File: src/rtl/alu_pkg.sv
// Shared ALU definitions: op encodings, sequencer states, constants.
// Used by both the command sequencer and the ALU itself.
package alu_pkg;

  localparam logic [1:0] OP_ADD = 2'b00;
  localparam logic [1:0] OP_SUB = 2'b01;
  localparam logic [1:0] OP_MUL = 2'b10;
  localparam logic [1:0] OP_DIV = 2'b11;

  localparam logic [7:0] DIV0_RESULT = 8'hFF;

  typedef enum logic [1:0] {
    IDLE  = 2'd0,
    DRIVE = 2'd1,
    RESP  = 2'd2
  } seq_state_e;

  function automatic logic is_div0(
    input logic [1:0] op,
    input logic [7:0] b
  );
    return (op == OP_DIV) && (b == 8'h00);
  endfunction

endpackage

File: src/rtl/alu_cmd_sequencer.sv
// Command-side master for the 8-bit ALU: drives operands for a fixed
// latency, samples the result into an accumulator, returns it by handshake.
module alu_cmd_sequencer
  import alu_pkg::*;
#(
  parameter int unsigned ALU_LAT = 1,
  parameter int unsigned CNT_W   = 16
) (
  input  logic             clk,
  input  logic             rst_n,
  input  logic             cmd_valid,
  output logic             cmd_ready,
  input  logic [1:0]       cmd_op,
  input  logic             cmd_use_acc,
  input  logic [7:0]       cmd_a,
  input  logic [7:0]       cmd_b,
  input  logic             acc_clr,
  output logic             alu_en,
  output logic [1:0]       alu_op,
  output logic [7:0]       alu_a,
  output logic [7:0]       alu_b,
  input  logic [7:0]       alu_f,
  output logic             res_valid,
  input  logic             res_ready,
  output logic [7:0]       res_data,
  output logic             res_err,
  output logic [7:0]       acc,
  output logic [CNT_W-1:0] op_count
);

  seq_state_e       state_q, state_d;
  logic [3:0]       cnt_q, cnt_d;
  logic             en_q, en_d;
  logic [1:0]       op_q, op_d;
  logic [7:0]       a_q, a_d;
  logic [7:0]       b_q, b_d;
  logic [7:0]       data_q, data_d;
  logic             err_q, err_d;
  logic [7:0]       acc_q, acc_d;
  logic [CNT_W-1:0] ops_q, ops_d;
  logic [7:0]       opa;

  // A clear coinciding with acceptance zeroes the accumulator operand too
  assign opa = cmd_use_acc ? (acc_clr ? 8'h00 : acc_q) : cmd_a;

  always_comb begin
    state_d = state_q;
    cnt_d   = cnt_q;
    en_d    = en_q;
    op_d    = op_q;
    a_d     = a_q;
    b_d     = b_q;
    data_d  = data_q;
    err_d   = err_q;
    acc_d   = acc_q;
    ops_d   = ops_q;
    unique case (state_q)
      IDLE: begin
        if (acc_clr) acc_d = 8'h00;
        if (cmd_valid) begin
          if (is_div0(cmd_op, cmd_b)) begin
            data_d  = DIV0_RESULT;
            err_d   = 1'b1;
            state_d = RESP;
          end else begin
            op_d    = cmd_op;
            a_d     = opa;
            b_d     = cmd_b;
            en_d    = 1'b1;
            cnt_d   = 4'(ALU_LAT);
            state_d = DRIVE;
          end
        end
      end
      DRIVE: begin
        cnt_d = cnt_q - 4'd1;
        if (cnt_q == 4'd1) begin
          data_d  = alu_f;
          acc_d   = alu_f;
          err_d   = 1'b0;
          en_d    = 1'b0;
          state_d = RESP;
        end
      end
      RESP: begin
        if (res_ready) begin
          ops_d   = ops_q + CNT_W'(1);
          state_d = IDLE;
        end
      end
      default: state_d = IDLE;
    endcase
  end

  always_ff @(posedge clk or negedge rst_n) begin
    if (!rst_n) begin
      state_q <= IDLE;
      cnt_q   <= '0;
      en_q    <= 1'b0;
      op_q    <= '0;
      a_q     <= '0;
      b_q     <= '0;
      data_q  <= '0;
      err_q   <= 1'b0;
      acc_q   <= '0;
      ops_q   <= '0;
    end else begin
      state_q <= state_d;
      cnt_q   <= cnt_d;
      en_q    <= en_d;
      op_q    <= op_d;
      a_q     <= a_d;
      b_q     <= b_d;
      data_q  <= data_d;
      err_q   <= err_d;
      acc_q   <= acc_d;
      ops_q   <= ops_d;
    end
  end

  assign cmd_ready = (state_q == IDLE);
  assign res_valid = (state_q == RESP);
  assign alu_en    = en_q;
  assign alu_op    = op_q;
  assign alu_a     = a_q;
  assign alu_b     = b_q;
  assign res_data  = data_q;
  assign res_err   = err_q;
  assign acc       = acc_q;
  assign op_count  = ops_q;

endmodule

File: config.mk
export PLATFORM = sky130hd
export DESIGN_NAME = alu_cmd_sequencer
export DESIGN_NICKNAME = d
export VERILOG_FILES = /design/src/rtl/alu_pkg.sv /design/src/rtl/alu_cmd_sequencer.sv
export SDC_FILE = /design/constraint.sdc
export NUM_CORES = 1
export LEC_CHECK = 0
export ABC_AREA = 1
export BUFFER_PORTS_ARGS = -buffer_cell sky130_fd_sc_hd__buf_4
export CAP_MARGIN = 20
export CORE_UTILIZATION = 45
export CTS_CLUSTER_DIAMETER = 150
export DETAILED_ROUTE_END_ITERATION = 8
export PLACE_DENSITY = 0.69
export SKIP_LAST_GASP = 1
export SLEW_MARGIN = 25
export SYNTH_ARGS = -nofsm -noshare
export SYNTH_HDL_FRONTEND = slang
export SYNTH_SLANG_ARGS = --single-unit
File: constraint.sdc
create_clock -name clk -period 1.85 [get_ports clk]
set_input_delay 0.0925 -clock clk [delete_from_list [all_inputs] [get_ports clk]]
set_output_delay 0.0925 -clock clk [all_outputs]
set_load 0.03 [all_outputs]
== Yosys cells after proc, flatten, opt, wreduce, memory -nomap -nowiden ==
Index checks and enable logic that the tools add are counted.

* Add/sub/neg operators: 2
* Equal/unequal tests: 9
* Multiplexer cells: 22
* Bitwise gates (word level): 1
* Reduce and logical (&&, ||, !) cells: 11

{| class="wikitable"
|+ Operator list
! cell !! count
|-
| 8-bit 2-to-1 mux || 5
|-
| 8-bit one-hot mux with 2 select lines || 2
|-
| 16-bit by 1-bit adder with 16-bit output (second input constant) || 1
|-
| 3-bit AND reduction || 3
|-
| 8-bit logical NOT || 1
|-
| 2-bit 2-to-1 mux || 4
|-
| 4-bit 2-to-1 mux || 2
|-
| 4-bit one-hot mux with 2 select lines || 1
|-
| 4-bit AND reduction || 2
|-
| 2-bit != test (second input constant) || 3
|-
| 2-bit one-hot mux with 3 select lines || 1
|-
| 1-bit 2-to-1 mux || 5
|-
| 2-bit equality test (second input constant) || 2
|-
| 4-bit by 1-bit equality test with 1-bit output (second input constant) || 1
|-
| 2-bit by 1-bit != test with 1-bit output (second input constant) || 2
|-
| 1-bit one-hot mux with 2 select lines || 2
|-
| 2-bit AND reduction || 2
|-
| 4-bit by 1-bit subtractor with 4-bit output (second input constant) || 1
|-
| 2-bit by 1-bit equality test with 1-bit output (second input constant) || 1
|-
| 2-bit logical NOT || 1
|-
| 2-bit nonzero test || 1
|-
| 1-bit logical AND || 1
|-
| 1-bit NOT || 1
|}

* Register bits after elaboration: 58
* Input bits: 32
* Output and inout bits: 54
* Word-level logic and storage cells: 55

== Logic depth before layout (Yosys ltp) ==
* Depth after elaboration: 5
* Depth in mapped cells: 9
* Mapped depth without buffers: 9

== Least setup slack after synthesis ==
OpenSTA, ideal clock, no wires.

* Kind: register to register
* Start: register ops_q[0] (netlist: op_count[0])
* End: register ops_q[12] (netlist: op_count[12])
* Library setup time: 122 ps
* Arrival time: 1380 ps
* Required time: 1728 ps
* Slack: 347 ps
* Cell stages (with the launch flop): 6
* Path buffers: 0
* Period minus slack after synthesis: 1503 ps
* Path through: dfrtp_1 -> ha_1 -> nand3_1 -> nor3_1 -> nand2_1 -> xor2_1

* Cells in the longest elaborated chain, start to end: 1

{| class="wikitable"
|+ Ends and longest elaborated chain
! element !! RTL line !! text
|-
| start, declared || alu_cmd_sequencer.sv:40 || <nowiki>logic [CNT_W-1:0] ops_q, ops_d;</nowiki>
|-
| start signal, assigned || alu_cmd_sequencer.sv:117 || <nowiki>ops_q <= ops_d;</nowiki>
|-
| 16-bit by 1-bit adder with 16-bit output || alu_cmd_sequencer.sv:87 || <nowiki>ops_d = ops_q + CNT_W'(1);</nowiki>
|}

Every way passes these cells.
A chain may end at the register's enable or synchronous reset.

== Final worst setup path ==
* Start: register cnt_q[1]
* End: register err_q (netlist: res_err)

* Cells in the longest elaborated chain, start to end: 3

{| class="wikitable"
|+ Ends and longest elaborated chain
! element !! RTL line !! text
|-
| start, declared || alu_cmd_sequencer.sv:32 || <nowiki>logic [3:0] cnt_q, cnt_d;</nowiki>
|-
| start signal, assigned || alu_cmd_sequencer.sv:109 || <nowiki>cnt_q <= cnt_d;</nowiki>
|-
| 4-bit by 1-bit equality test with 1-bit output || alu_cmd_sequencer.sv:77 || <nowiki>if (cnt_q == 4'd1) begin</nowiki>
|-
| 2-bit != test (no source line) || - ||
|-
| 4-bit AND reduction (no source line) || - ||
|-
| end signal, assigned || alu_cmd_sequencer.sv:115 || <nowiki>err_q <= err_d;</nowiki>
|-
| end, declared || alu_cmd_sequencer.sv:38 || <nowiki>logic err_q, err_d;</nowiki>
|}

Every way passes these cells.

==> results.txt <==
Cells after DPL = 501
CP startpoint kind = register
WL final = 7.220 mm
setup TNS = 0 ps
top cells by count, synth = 114 x nand2_1, 58 x dfrtp_1, 29 x nand4_1, 29 x nor2_1, 27 x inv_1
synth unique cells = 32
Final setup viols = 0
sequential share of power = 31.3%
antenna viol nets, final = 0
total global-route track usage = 23.46%
Worst path most repeated cell = nand2_1
# H-tree levels = 3
CP top delay family = simple AND/OR/NAND/NOR gates
synthesized instance count = 353
total CTS buffers = 9
wire per inst = 13.83 um
initial antenna violation count = 0
crit-path cells = inv_1 > ha_1 > nand2_1 > nor2_1 > nand2_1 > nand2_4 > buf_4 > nand4_1 > nand2_1
starting density of the core = 47.87%
Ports = 86
Leak Pwr = 2.076 nW
I/O Buffers = 85
ys async rst share = 100.0%
sequential area share after synthesis = 49.74%
Power Total = 6.691 mW
Final GP Congestion = 0.8603
DRT Pass-1 Iters = 6
clk slew on worst S/H paths = 70 ps
Slew @ Worst Pin = 732.2 ps
Die Footprint = 6810 sq um
Yosys top cell by area = dfrtp_1
Synth Net Count = 388
drc violations = 0
peak supply drop = 1089 uV
CP Buf/Inv Count = 2
run status = completed
worst skew pair latency = 340 ps
root buffer cell = clkbuf_8
max-slew violation count = 0
share of cells above drive strength 1 = 26.62%
total global routing overflow = 0
Clock power frac = 17.9%
unrepaired setup endpoints after global routing = no
final hold vios = 0
Int Pwr = 3.620 mW
CTS tree = built
die span in x = 82.53 um
critical path class = reg2reg
via count = 2614
post-synth top area share = 49.74%
worst hold path class = in2reg
Layout area overhead = 31.56%
Final period util = 89.36%
Site Rows = 28
mean area per synthesized cell = 8.266 sq um
Iter 0 DRT Violations = 127
Worst Path Required = 2130 ps
Pwr Density = 1743 nW/um^2
number of enable flip-flop cells after synthesis = 0
Max Clock Freq = 604.9 MHz
count leader, synth = nand2_1
skew final = 8.370 ps
vias per inst = 5.008
Max stage delay on crit path = 390 ps
WP data arrival = 1930 ps
Antenna diodes = 0
Sw Ratio = 45.90%
number of global-route vias before repair = 2612
Rel. slew slack = 51.19%
Longest Clk Path Bufs = 2
area of the core = 6096 sq um
nets@finish = 477
Yosys Warn Count = 0
final cell count without fillers = 522
fin crit period = 1653 ps
Seq cells post-synth = 58
clk sink count = 58
P_sw = 3.071 mW
Synth Cell Area = 2918 sq um
combinational group share of total power = 50.7%
Die Y = 82.53 um
DPL Wire Length = 5.072 mm
largest net degree at the start of global routing = 59
first-pass GRT wire length = 11.80 mm
top post-synthesis cells by area = dfrtp_1 50%, nand2_1 15%, nand4_1 6.2%
Max Cap Viol = 0
Max FO, Critical Path = 13
Top FF cell, synth = dfrtp_1
Worst path slowest cell = dfrtp_1
endpoint class of the critical path = register
## cell usage in the layout, fill, tap and decap left out, types with 6 or more instances in the layout
master / synthesis / layout
nor2_1: 29 / 29
xor2_1: 9 / 9
buf_4: 5 / 89
a21oi_1: 6 / 6
or2_1: 9 / 9
dfrtp_1: 58 / 58
nand4_1: 29 / 29
nand2_1: 114 / 114
clkbuf_8: 0 / 11
nand3_1: 15 / 15
o21ai_0: 7 / 7
inv_1: 27 / 27
## layer usage
layer / global-route usage, % / vias up / routed length [um]
li1: - / 1322 / -
met1: 27.82 / 1205 / 3164
met2: 40.99 / 75 / 3554
met3: 5.714 / 12 / 397
met4: 8.793 / 0 / 104
met5: 0 / - / 0
## area by class of cell
class                      instances  area, sq um
fill                             539         2257
sequential                        58         1451
multi-input combinational        248         1255
timing repair buffer              94        718.2
clock buffer                      11        151.4
inverter                          31        116.4
tap                               75        93.84
clock inverter                     5        52.55
## path summary, 6_finish.rpt
| path | from | endpoint | slack, ps | cells past startpoint |
|---|---|---|---|---|
| min in group asynchronous | rst_n | op_count[0] | 360 | 2 |
| min reg2reg | alu_b[0] | alu_b[0] | 470 | 2 |
| max in group asynchronous | rst_n | alu_b[4] | 1010 | 2 |
| max | cnt_q[1] | res_err | 200 | 9 |
| min | cmd_b[4] | alu_b[4] | 20 | 3 |
| max reg2reg | cnt_q[1] | res_err | 200 | 9 |
## power by group through the flow
stage / registers (mW) / clock network [mW] / logic [mW]
floorplan: 2.86 / 0 / 1.54
global placement: 2.11 / 0 / 3.30
detailed placement: 2.11 / 0 / 3.39
CTS: 2.09 / 1.23 / 3.40
global route: 2.15 / 1.29 / 3.72
finish: 2.10 / 1.20 / 3.39
## repair_timing
action	4_1_cts	5_1_grt
setup endpoints to repair	0	1
resized for setup	0	1
hold buffers	5	0
buffers inserted	0	0
hold endpoints to repair	62	0
## worst min-delay path, stage by stage
cell and delay, ps:
buf_4 80, nand4_1 80, nand2_1 70
## logic make-up after synthesis
logic type                 synth area share (%)
buffers and inverters                     7.418
xor gates and xnor gates                  3.602
and+or+nand+nor                           33.49
DFF                                       49.74
AOI/OAI and AO/OA                         4.460
adders and majority gates                 1.287
## flip-flops by register name, summed over array words and instances (netlist names)
| register | count |
|---|---|
| alu_en | 1 |
| res_data | 8 |
| acc | 8 |
| alu_a | 8 |
| alu_op | 2 |
| cnt_q | 4 |
| alu_b | 8 |
| res_err | 1 |
| state_q | 2 |
| op_count | 16 |
## metrics by stage
stage	worst slack [ps]	hold WS (ps)	instance area (sq um)	utilization, %
finish	196.9	16.63	3839	62.97
global route	26.98	12.61	3839	62.97
CTS	189.9	2.770	3834	62.89
detailed placement	217.1	203.6	3580	58.72
global placement	260.6	205.0	3580	58.72
floorplan	347.3	-203.1	2918	-
Power figures use the tool's default switching activity.
